[src/rtl/pulse_train_gen.sv]
// Programmable pulse-train generator: num_pulses pulses of high_len cycles high / low_len cycles low.
// Latency: accepted start -> first output change one cycle later; every output is a flop.
// Backpressure: none; start is honoured only in IDLE and ignored while busy or in DONE.
//
// Ports
//   clk, rst        : clock and synchronous active-high reset
//   start           : request pulse, sampled only in IDLE (suppressed by a simultaneous abort)
//   high_len        : high-phase length in cycles (0 behaves as 1), captured on accepted start
//   low_len         : low-phase length in cycles (0 behaves as 1), captured on accepted start
//   num_pulses      : pulses per request (0 gives an immediate done), captured on accepted start
//   abort           : ends an active train at once; data_out drops, no done
//   data_out        : generated waveform
//   rise_strobe     : one-cycle flag on the first high cycle after a low cycle
//   fall_strobe     : one-cycle flag on the first low cycle after a high cycle
//   busy            : high for every HIGH/LOW cycle of a train
//   done            : one-cycle completion pulse, the cycle after the last busy cycle
module pulse_train_gen #(
  parameter int CNT_W = 8,
  parameter int NUM_W = 8
) (
  input  logic             clk,
  input  logic             rst,
  input  logic             start,
  input  logic [CNT_W-1:0] high_len,
  input  logic [CNT_W-1:0] low_len,
  input  logic [NUM_W-1:0] num_pulses,
  input  logic             abort,
  output logic             data_out,
  output logic             rise_strobe,
  output logic             fall_strobe,
  output logic             busy,
  output logic             done
);

  typedef enum logic [1:0] {
    S_IDLE = 2'd0,
    S_HIGH = 2'd1,
    S_LOW  = 2'd2,
    S_DONE = 2'd3
  } state_t;

  state_t r_state;
  state_t w_state_nxt;

  // Phase counter holds "cycles left in this phase minus one", so a phase ends
  // when it reads zero. Storing length-1 lets the full 2^CNT_W-1 length fit
  // and makes a zero length collapse naturally onto a one-cycle phase.
  logic [CNT_W-1:0] r_phase_cnt;
  logic [CNT_W-1:0] w_phase_nxt;

  // Pulses still to be emitted, including the one in flight.
  logic [NUM_W-1:0] r_pulse_cnt;
  logic [NUM_W-1:0] w_pulse_nxt;

  // Captured reload values (length-1, clamped at 0).
  logic [CNT_W-1:0] r_high_rld;
  logic [CNT_W-1:0] r_low_rld;
  logic [CNT_W-1:0] w_high_rld_in;
  logic [CNT_W-1:0] w_low_rld_in;
  logic             w_capture;

  // Registered outputs and their next values.
  logic r_data_out;
  logic r_rise;
  logic r_fall;
  logic r_busy;
  logic r_done;
  logic w_data_nxt;
  logic w_rise_nxt;
  logic w_fall_nxt;
  logic w_busy_nxt;
  logic w_done_nxt;

  // max(len,1)-1 computed straight from the inputs, used on the capture edge.
  assign w_high_rld_in = (high_len == '0) ? '0 : (high_len - CNT_W'(1));
  assign w_low_rld_in  = (low_len  == '0) ? '0 : (low_len  - CNT_W'(1));

  // ---------------------------------------------------------------------------
  // Next-state and counter logic
  // ---------------------------------------------------------------------------
  always_comb begin
    w_state_nxt = r_state;
    w_phase_nxt = r_phase_cnt;
    w_pulse_nxt = r_pulse_cnt;
    w_capture   = 1'b0;

    case (r_state)
      S_IDLE: begin
        w_phase_nxt = '0;
        w_pulse_nxt = '0;
        if (start && !abort) begin
          w_capture = 1'b1;
          if (num_pulses == '0) begin
            w_state_nxt = S_DONE;
          end else begin
            w_state_nxt = S_HIGH;
            // The reload registers are loaded on this same edge, so the
            // first phase length comes straight from the input.
            w_phase_nxt = w_high_rld_in;
            w_pulse_nxt = num_pulses;
          end
        end
      end

      S_HIGH: begin
        if (abort) begin
          w_state_nxt = S_IDLE;
          w_phase_nxt = '0;
          w_pulse_nxt = '0;
        end else if (r_phase_cnt == '0) begin
          w_state_nxt = S_LOW;
          w_phase_nxt = r_low_rld;
        end else begin
          w_phase_nxt = r_phase_cnt - CNT_W'(1);
        end
      end

      S_LOW: begin
        if (abort) begin
          w_state_nxt = S_IDLE;
          w_phase_nxt = '0;
          w_pulse_nxt = '0;
        end else if (r_phase_cnt == '0) begin
          // A count of one (or less) means the pulse just finished was the last.
          if (r_pulse_cnt <= NUM_W'(1)) begin
            w_state_nxt = S_DONE;
            w_pulse_nxt = '0;
            w_phase_nxt = '0;
          end else begin
            w_state_nxt = S_HIGH;
            w_pulse_nxt = r_pulse_cnt - NUM_W'(1);
            w_phase_nxt = r_high_rld;
          end
        end else begin
          w_phase_nxt = r_phase_cnt - CNT_W'(1);
        end
      end

      S_DONE: begin
        // start is deliberately not looked at here; a new request can only
        // be accepted from IDLE on the following cycle.
        w_state_nxt = S_IDLE;
        w_phase_nxt = '0;
        w_pulse_nxt = '0;
      end

      default: begin
        w_state_nxt = S_IDLE;
        w_phase_nxt = '0;
        w_pulse_nxt = '0;
      end
    endcase
  end

  // ---------------------------------------------------------------------------
  // Output decode from the next state, so every output lands in a flop.
  // Edge strobes compare the next waveform value with the current one, which
  // guarantees rise and fall are mutually exclusive and one cycle wide.
  // ---------------------------------------------------------------------------
  always_comb begin
    w_data_nxt = (w_state_nxt == S_HIGH);
    w_busy_nxt = (w_state_nxt == S_HIGH) || (w_state_nxt == S_LOW);
    w_done_nxt = (w_state_nxt == S_DONE);
    w_rise_nxt = w_data_nxt && !r_data_out;
    w_fall_nxt = !w_data_nxt && r_data_out;
  end

  // ---------------------------------------------------------------------------
  // State, counters, captured parameters and output registers
  // ---------------------------------------------------------------------------
  always_ff @(posedge clk) begin
    if (rst) begin
      r_state     <= S_IDLE;
      r_phase_cnt <= '0;
      r_pulse_cnt <= '0;
      r_high_rld  <= '0;
      r_low_rld   <= '0;
      r_data_out  <= 1'b0;
      r_rise      <= 1'b0;
      r_fall      <= 1'b0;
      r_busy      <= 1'b0;
      r_done      <= 1'b0;
    end else begin
      r_state     <= w_state_nxt;
      r_phase_cnt <= w_phase_nxt;
      r_pulse_cnt <= w_pulse_nxt;
      if (w_capture) begin
        r_high_rld <= w_high_rld_in;
        r_low_rld  <= w_low_rld_in;
      end
      r_data_out  <= w_data_nxt;
      r_rise      <= w_rise_nxt;
      r_fall      <= w_fall_nxt;
      r_busy      <= w_busy_nxt;
      r_done      <= w_done_nxt;
    end
  end

  assign data_out    = r_data_out;
  assign rise_strobe = r_rise;
  assign fall_strobe = r_fall;
  assign busy        = r_busy;
  assign done        = r_done;

endmodule

[config.mk]
export PLATFORM = sky130hd
export DESIGN_NAME = pulse_train_gen
export DESIGN_NICKNAME = d
export VERILOG_FILES = /design/src/rtl/pulse_train_gen.sv
export SDC_FILE = /design/constraint.sdc
export NUM_CORES = 1
export LEC_CHECK = 0
export BUFFER_PORTS_ARGS = -buffer_cell sky130_fd_sc_hd__buf_2
export CAP_MARGIN = 20
export CORE_MARGIN = 1.5
export CORE_UTILIZATION = 50
export DETAILED_ROUTE_END_ITERATION = 10
export PLACE_DENSITY = 0.71
export SETUP_SLACK_MARGIN = 0.05
export SYNTH_ARGS = -nofsm -noshare
export SYNTH_HDL_FRONTEND = slang
export SYNTH_SLANG_ARGS = --single-unit
[constraint.sdc]
create_clock -name clk -period 4.65 [get_ports clk]
set_clock_uncertainty 0.2 [all_clocks]
set_input_delay 1.395 -clock clk [delete_from_list [all_inputs] [get_ports clk]]
set_output_delay 1.395 -clock clk [all_outputs]
set_load 0.005 [all_outputs]
* After elaboration in Yosys (flattened, before gate mapping)
Cells that the tools add are included.
** Storage, ports and cells
- Input bits :: 28
- Output and inout port bits :: 5
- Logic and storage cells :: 63
- RAM bits :: 0
- Bits in registers :: 39
- Bits in read-only memories :: 0
- Memories :: 0
- Latch bits :: 0
** Operators by class
- Add/subtract/negate cells :: 4
- Reduce and logical (&&, ||, !) cells :: 13
- Magnitude comparators :: 1
- Div/mod/pow operators :: 0
- Bitwise gates (word level) :: 0
- Shifts and indexed selects :: 0
- Multiplexer cells :: 27
- Equality and inequality tests :: 8
- Multiply operators :: 0
** Operators by type and width (count)
- two-way mux 8 bit :: 15
- case mux 8 bit (4 select lines) :: 2
- zero test 8 bit :: 4
- subtractor 8 x 1 -> 8 bit (second input constant) :: 4
- two-way mux 2 bit :: 7
- equality test 2 bit (second input constant) :: 4
- <= comparator 8 x 1 -> 1 bit (second input constant) :: 1
- case mux 2 bit (4 select lines) :: 1
- equality test 2 x 1 -> 1 bit (second input constant) :: 2
- logical AND 1 bit :: 3
- zero test 1 bit :: 3
- inequality test 3 bit (second input constant) :: 1
- zero test 2 bit :: 1
- two-way mux 1 bit :: 2
- inequality test 2 bit (second input constant) :: 1
- AND reduction 2 bit :: 1
- logical OR 1 bit :: 1

* Depth between registers and ports, before layout
- Depth in word-level cells :: 8
- Mapped depth :: 10
- Mapped depth without buffers :: 9

* Least setup slack after synthesis
OpenSTA, ideal clock, no wires.
- Path type :: input to register
- Start :: in abort
- End :: reg r_rise (netlist: rise_strobe)
- Setup time :: 0.115 ns
- Data arrival time :: 2.996 ns
- Data required time :: 4.335 ns
- Buffers on the path :: 2
- Stages :: 8
- Setup slack :: 1.339 ns
- Cells stage by stage :: buf_6 -> or4b_1 -> buf_2 -> o22a_1 -> and2_1 -> ha_1 -> nor2b_1 -> nor2b_1
** On the way
- Longest elaborated chain between the ends :: 6
- Elaborated cells on any way between the ends :: 8
- Those cells by class :: eq/ne (1); mux (4); reduce/logical (3)
** Ends and longest elaborated chain
- start: declaration :: line 27 : input logic abort,
- zero test 1 bit :: line 91 : if (start && !abort) begin
- logical AND 1 bit :: line 91
- two-way mux 2 bit :: line 91
- case mux 2 bit (4 select lines) * :: line 87 : case (r_state)
- equality test 2 x 1 -> 1 bit * :: line 161 : w_data_nxt = (w_state_nxt == S_HIGH);
- named net w_data_nxt :: line 68 : logic w_data_nxt;
- logical AND 1 bit * :: line 164 : w_rise_nxt = w_data_nxt && !r_data_out;
- end signal: assignment :: line 192 : r_rise <= w_rise_nxt;
- end: declaration :: line 64 : logic r_rise;
The timed path passes the listed nets; every way through them passes the cells marked *.
A chain may end at the register's enable or synchronous reset.

* Final worst setup path
- Start :: in abort
- End :: reg r_phase_cnt[3]
** On the way
- Longest elaborated chain between the ends :: 4
- Elaborated cells on any way between the ends :: 6
- Those cells by class :: mux (4); reduce/logical (2)
** Ends and longest elaborated chain
- zero test 1 bit :: line 91
- logical AND 1 bit :: line 91
- two-way mux 8 bit :: line 91
- case mux 8 bit (4 select lines) * :: line 87
- end signal: assignment :: line 185 : r_phase_cnt <= w_phase_nxt;
- end: declaration :: line 48 : logic [CNT_W-1:0] r_phase_cnt;
Mark *: on every way between the ends. The rest lies on a longest branch, timed or not.

==> run summary <==
Routed met3 length: 380 um
worst-path maximum fanout: 12
CTS tree: done
Yosys cell types: 63
I/O Buffers: 32
Final Power: 737 uW
CTS Root Cell: clkbuf_8
Final setup violation count: 0
Async S/R FF share, synth: 0
clk_lat worst skew: 0.29 ns
clk sinks: 39
largest net degree at the start of global routing: 40
metal2 WL: 2680 um
TritonCTS buffer count: 5
First DRT Iteration DRCs: 218
CP Capture Type: flip-flop
Bufs on Longest Clock Path: 2
Antenna Diode Count: 0
Mapped Cells: 290
Area Growth Syn to Fin: 10.2%
synth top area cells: dfxtp_1 32%, nor2_1 4.8%, ha_1 3.6%, a22oi_1 3.4%, a211oi_1 2.8%
cell area after placement: 0.00261 sq mm
wire per inst: 15.5 um
Max Used Layer: met4
Worst Setup Start Kind: input pin
largest family of logic cells by synthesized area: compound AO/OA/AOI/OAI gates
total wire length: 5930 um
H-tree Lvls: 2
EDFF count, synth: 0
Setup Crit Path Kind: in2reg
Final GP Congestion: 0.852
most used flip-flop cell after synthesis: dfxtp_1
simple-gate share of the synthesized area: 0.253
Synth area leader: dfxtp_1
Fmax achieved: 0.302 GHz
#FFs+latches synth: 39
hold buffers post-CTS: 0
GRT Overall Usage: 0.237
Worst slew margin: 0.255
VDD IR-drop max: 142 uV
Slew @ Worst Pin: 1.11 ns
Cell Count, Final, Fillers Out: 382
post-synthesis mux area share: 0.0164
Ports: 33
Total Neg Setup Slack: 0 ns
Detail Placement HPWL: 4390 um
M1 WL: 2810 um
syn_area_per_cell: 8.42 sq um
die height: 72.9 um
initial antenna violation count: 0
vias in the first global route: 2085
first-pass GRT wire length: 9890 um
Post-Synth XOR/XNOR Area: 0.0215
CP Data Required Time: 4.62 ns
Final Cell Area: 0.00269 sq mm
Leakage: 0.00100 uW
Starting Density: 0.517
clock slew at reported path FFs: 0.07 ns
Max Slew Vio Count: 0
outcome: finished, final reports clean
synthesized area: 0.00244 sq mm
1st-pass router iterations: 5
layout cells sized above 1: 0.178
Rows: 25
GRT overflow: 0
DR DRC count: 0
die area: 0.00531 sq mm
top cell type's share of synthesized area: 0.320
MaxCap Viol Count: 0
RSZ-0062 raised after global routing: no
via count of the routed design: 2335
fin crit share: 0.712
register area share after synthesis: 0.320
Yosys Warn Count: 0
placed insts: 374
Final nets: 349
Net Count, Synth: 325
Worst EP arrival: 3.28 ns
Fin. Hold Viols: 0
Power per Cell Area: 274 mW/mm^2
fin crit period: 3.31 ns
post-cts sizing count: 0
core area: 0.00472 sq mm
Die W: 72.9 um
Post-DRT Antenna Nets: 0
HP Class: reg2reg
post-synthesis compound-gate area fraction: 0.295
setup bufs post-CTS: 0
post-synthesis adder-cell area fraction: 0.0359
Final Util: 0.570
drt via density: 6.11
## registers in the layout, indices dropped and copies added, names as in the netlist, 2 cells and up
register	count
r_phase_cnt	8
r_state	2
r_pulse_cnt	8
r_low_rld	8
r_high_rld	8
## kinds of logic after synthesis
| logic type | after synthesis |
|---|---|
| simple gates | 109 |
| buf+inv | 31 |
| mux | 4 |
| compound gates | 94 |
| flops | 39 |
| xor+xnor | 6 |
| fa+ha+maj | 7 |
## path summary, 6_finish.rpt
| path | startpoint | to | slack, ns | depth (start not counted) |
|---|---|---|---|---|
| worst max-delay path | abort | r_phase_cnt[3] | 1.34 | 5 |
| worst min-delay path | data_out | rise_strobe | 0.23 | 1 |
| worst min register to register | data_out | rise_strobe | 0.23 | 1 |
| worst max register to register | r_phase_cnt[0] | rise_strobe | 1.80 | 9 |
## final cells by class
| cell class | count | area, sq um |
|---|---|---|
| clock inverters | 1 | 5.00 |
| well taps | 67 | 83.8 |
| inverters | 14 | 52.6 |
| multi-input cells | 220 | 1520 |
| clock buffers | 7 | 76.3 |
| repair buffers | 34 | 175 |
| flip-flops and latches | 39 | 781 |
| fillers | 455 | 2030 |
## through the flow
stage	hold WS, ns	setup slack (ns)
4_1_cts	0.234	1.39
5_1_grt	0.253	1.20
2_1_floorplan	0.229	1.34
3_3_place_gp	0.217	1.15
3_5_place_dp	0.223	1.10
6_report	0.229	1.34
## synth_stat cells, types with 2 or more instances
library cell   n
a211oi_1       9
a21o_1         2
a21oi_1       12
a22oi_1       11
a311oi_1       7
a31o_2         2
a32oi_1        4
and2_1         2
buf_2          7
buf_6          2
clkbuf_1       6
dfxtp_1       39
ha_1           7
inv_1         14
mux2i_1        4
nand2_1       11
nand2b_1       6
nand3_1        8
nand4_1        3
nor2_1        31
nor2b_1        8
nor3_1        12
nor3b_1        3
nor4_1         8
o211ai_1       4
o21a_1         2
o21ai_0        6
o21ai_1        2
o311a_1        2
o31a_1         6
o31ai_1        4
o32ai_1        6
or2_2          2
or3_1          2
or3b_2         4
xnor2_1        2
xor2_1         4
## power breakdown
group	switching (uW)	leakage [uW]	internal, uW
logic	93.0	0.000644	59.8
registers	14.4	0.000318	350
clock network	114	0.0000422	105
total	221	0.00100	516
## layer usage
metal / vias to the layer above / global-route usage
li1: 1156 / -
met1: 1095 / 0.346
met2: 80 / 0.371
met3: 4 / 0.0331
met4: 0 / 0.0566
met5: - / 0
## layout by cell type, fill, tap and decap left out, types with 5 or more instances in the layout
master | Yosys | final
a211oi_1 | 9 | 9
a21oi_1 | 12 | 12
a22oi_1 | 11 | 11
a311oi_1 | 7 | 7
buf_2 | 7 | 32
clkbuf_8 | 0 | 5
dfxtp_1 | 39 | 39
ha_1 | 7 | 7
inv_1 | 14 | 14
nand2_1 | 11 | 11
nand2b_1 | 6 | 6
nand3_1 | 8 | 8
nor2_1 | 31 | 31
nor2b_1 | 8 | 8
nor3_1 | 12 | 12
nor4_1 | 8 | 8
o21ai_0 | 6 | 6
o31a_1 | 6 | 6
o32ai_1 | 6 | 6
## critical path: stages
cell and delay (ns):
buf_2 0.16, or3b_1 0.44, a31oi_1 0.83, a22oi_1 0.13, o311ai_0 0.32
Power figures use the tool's default switching activity.
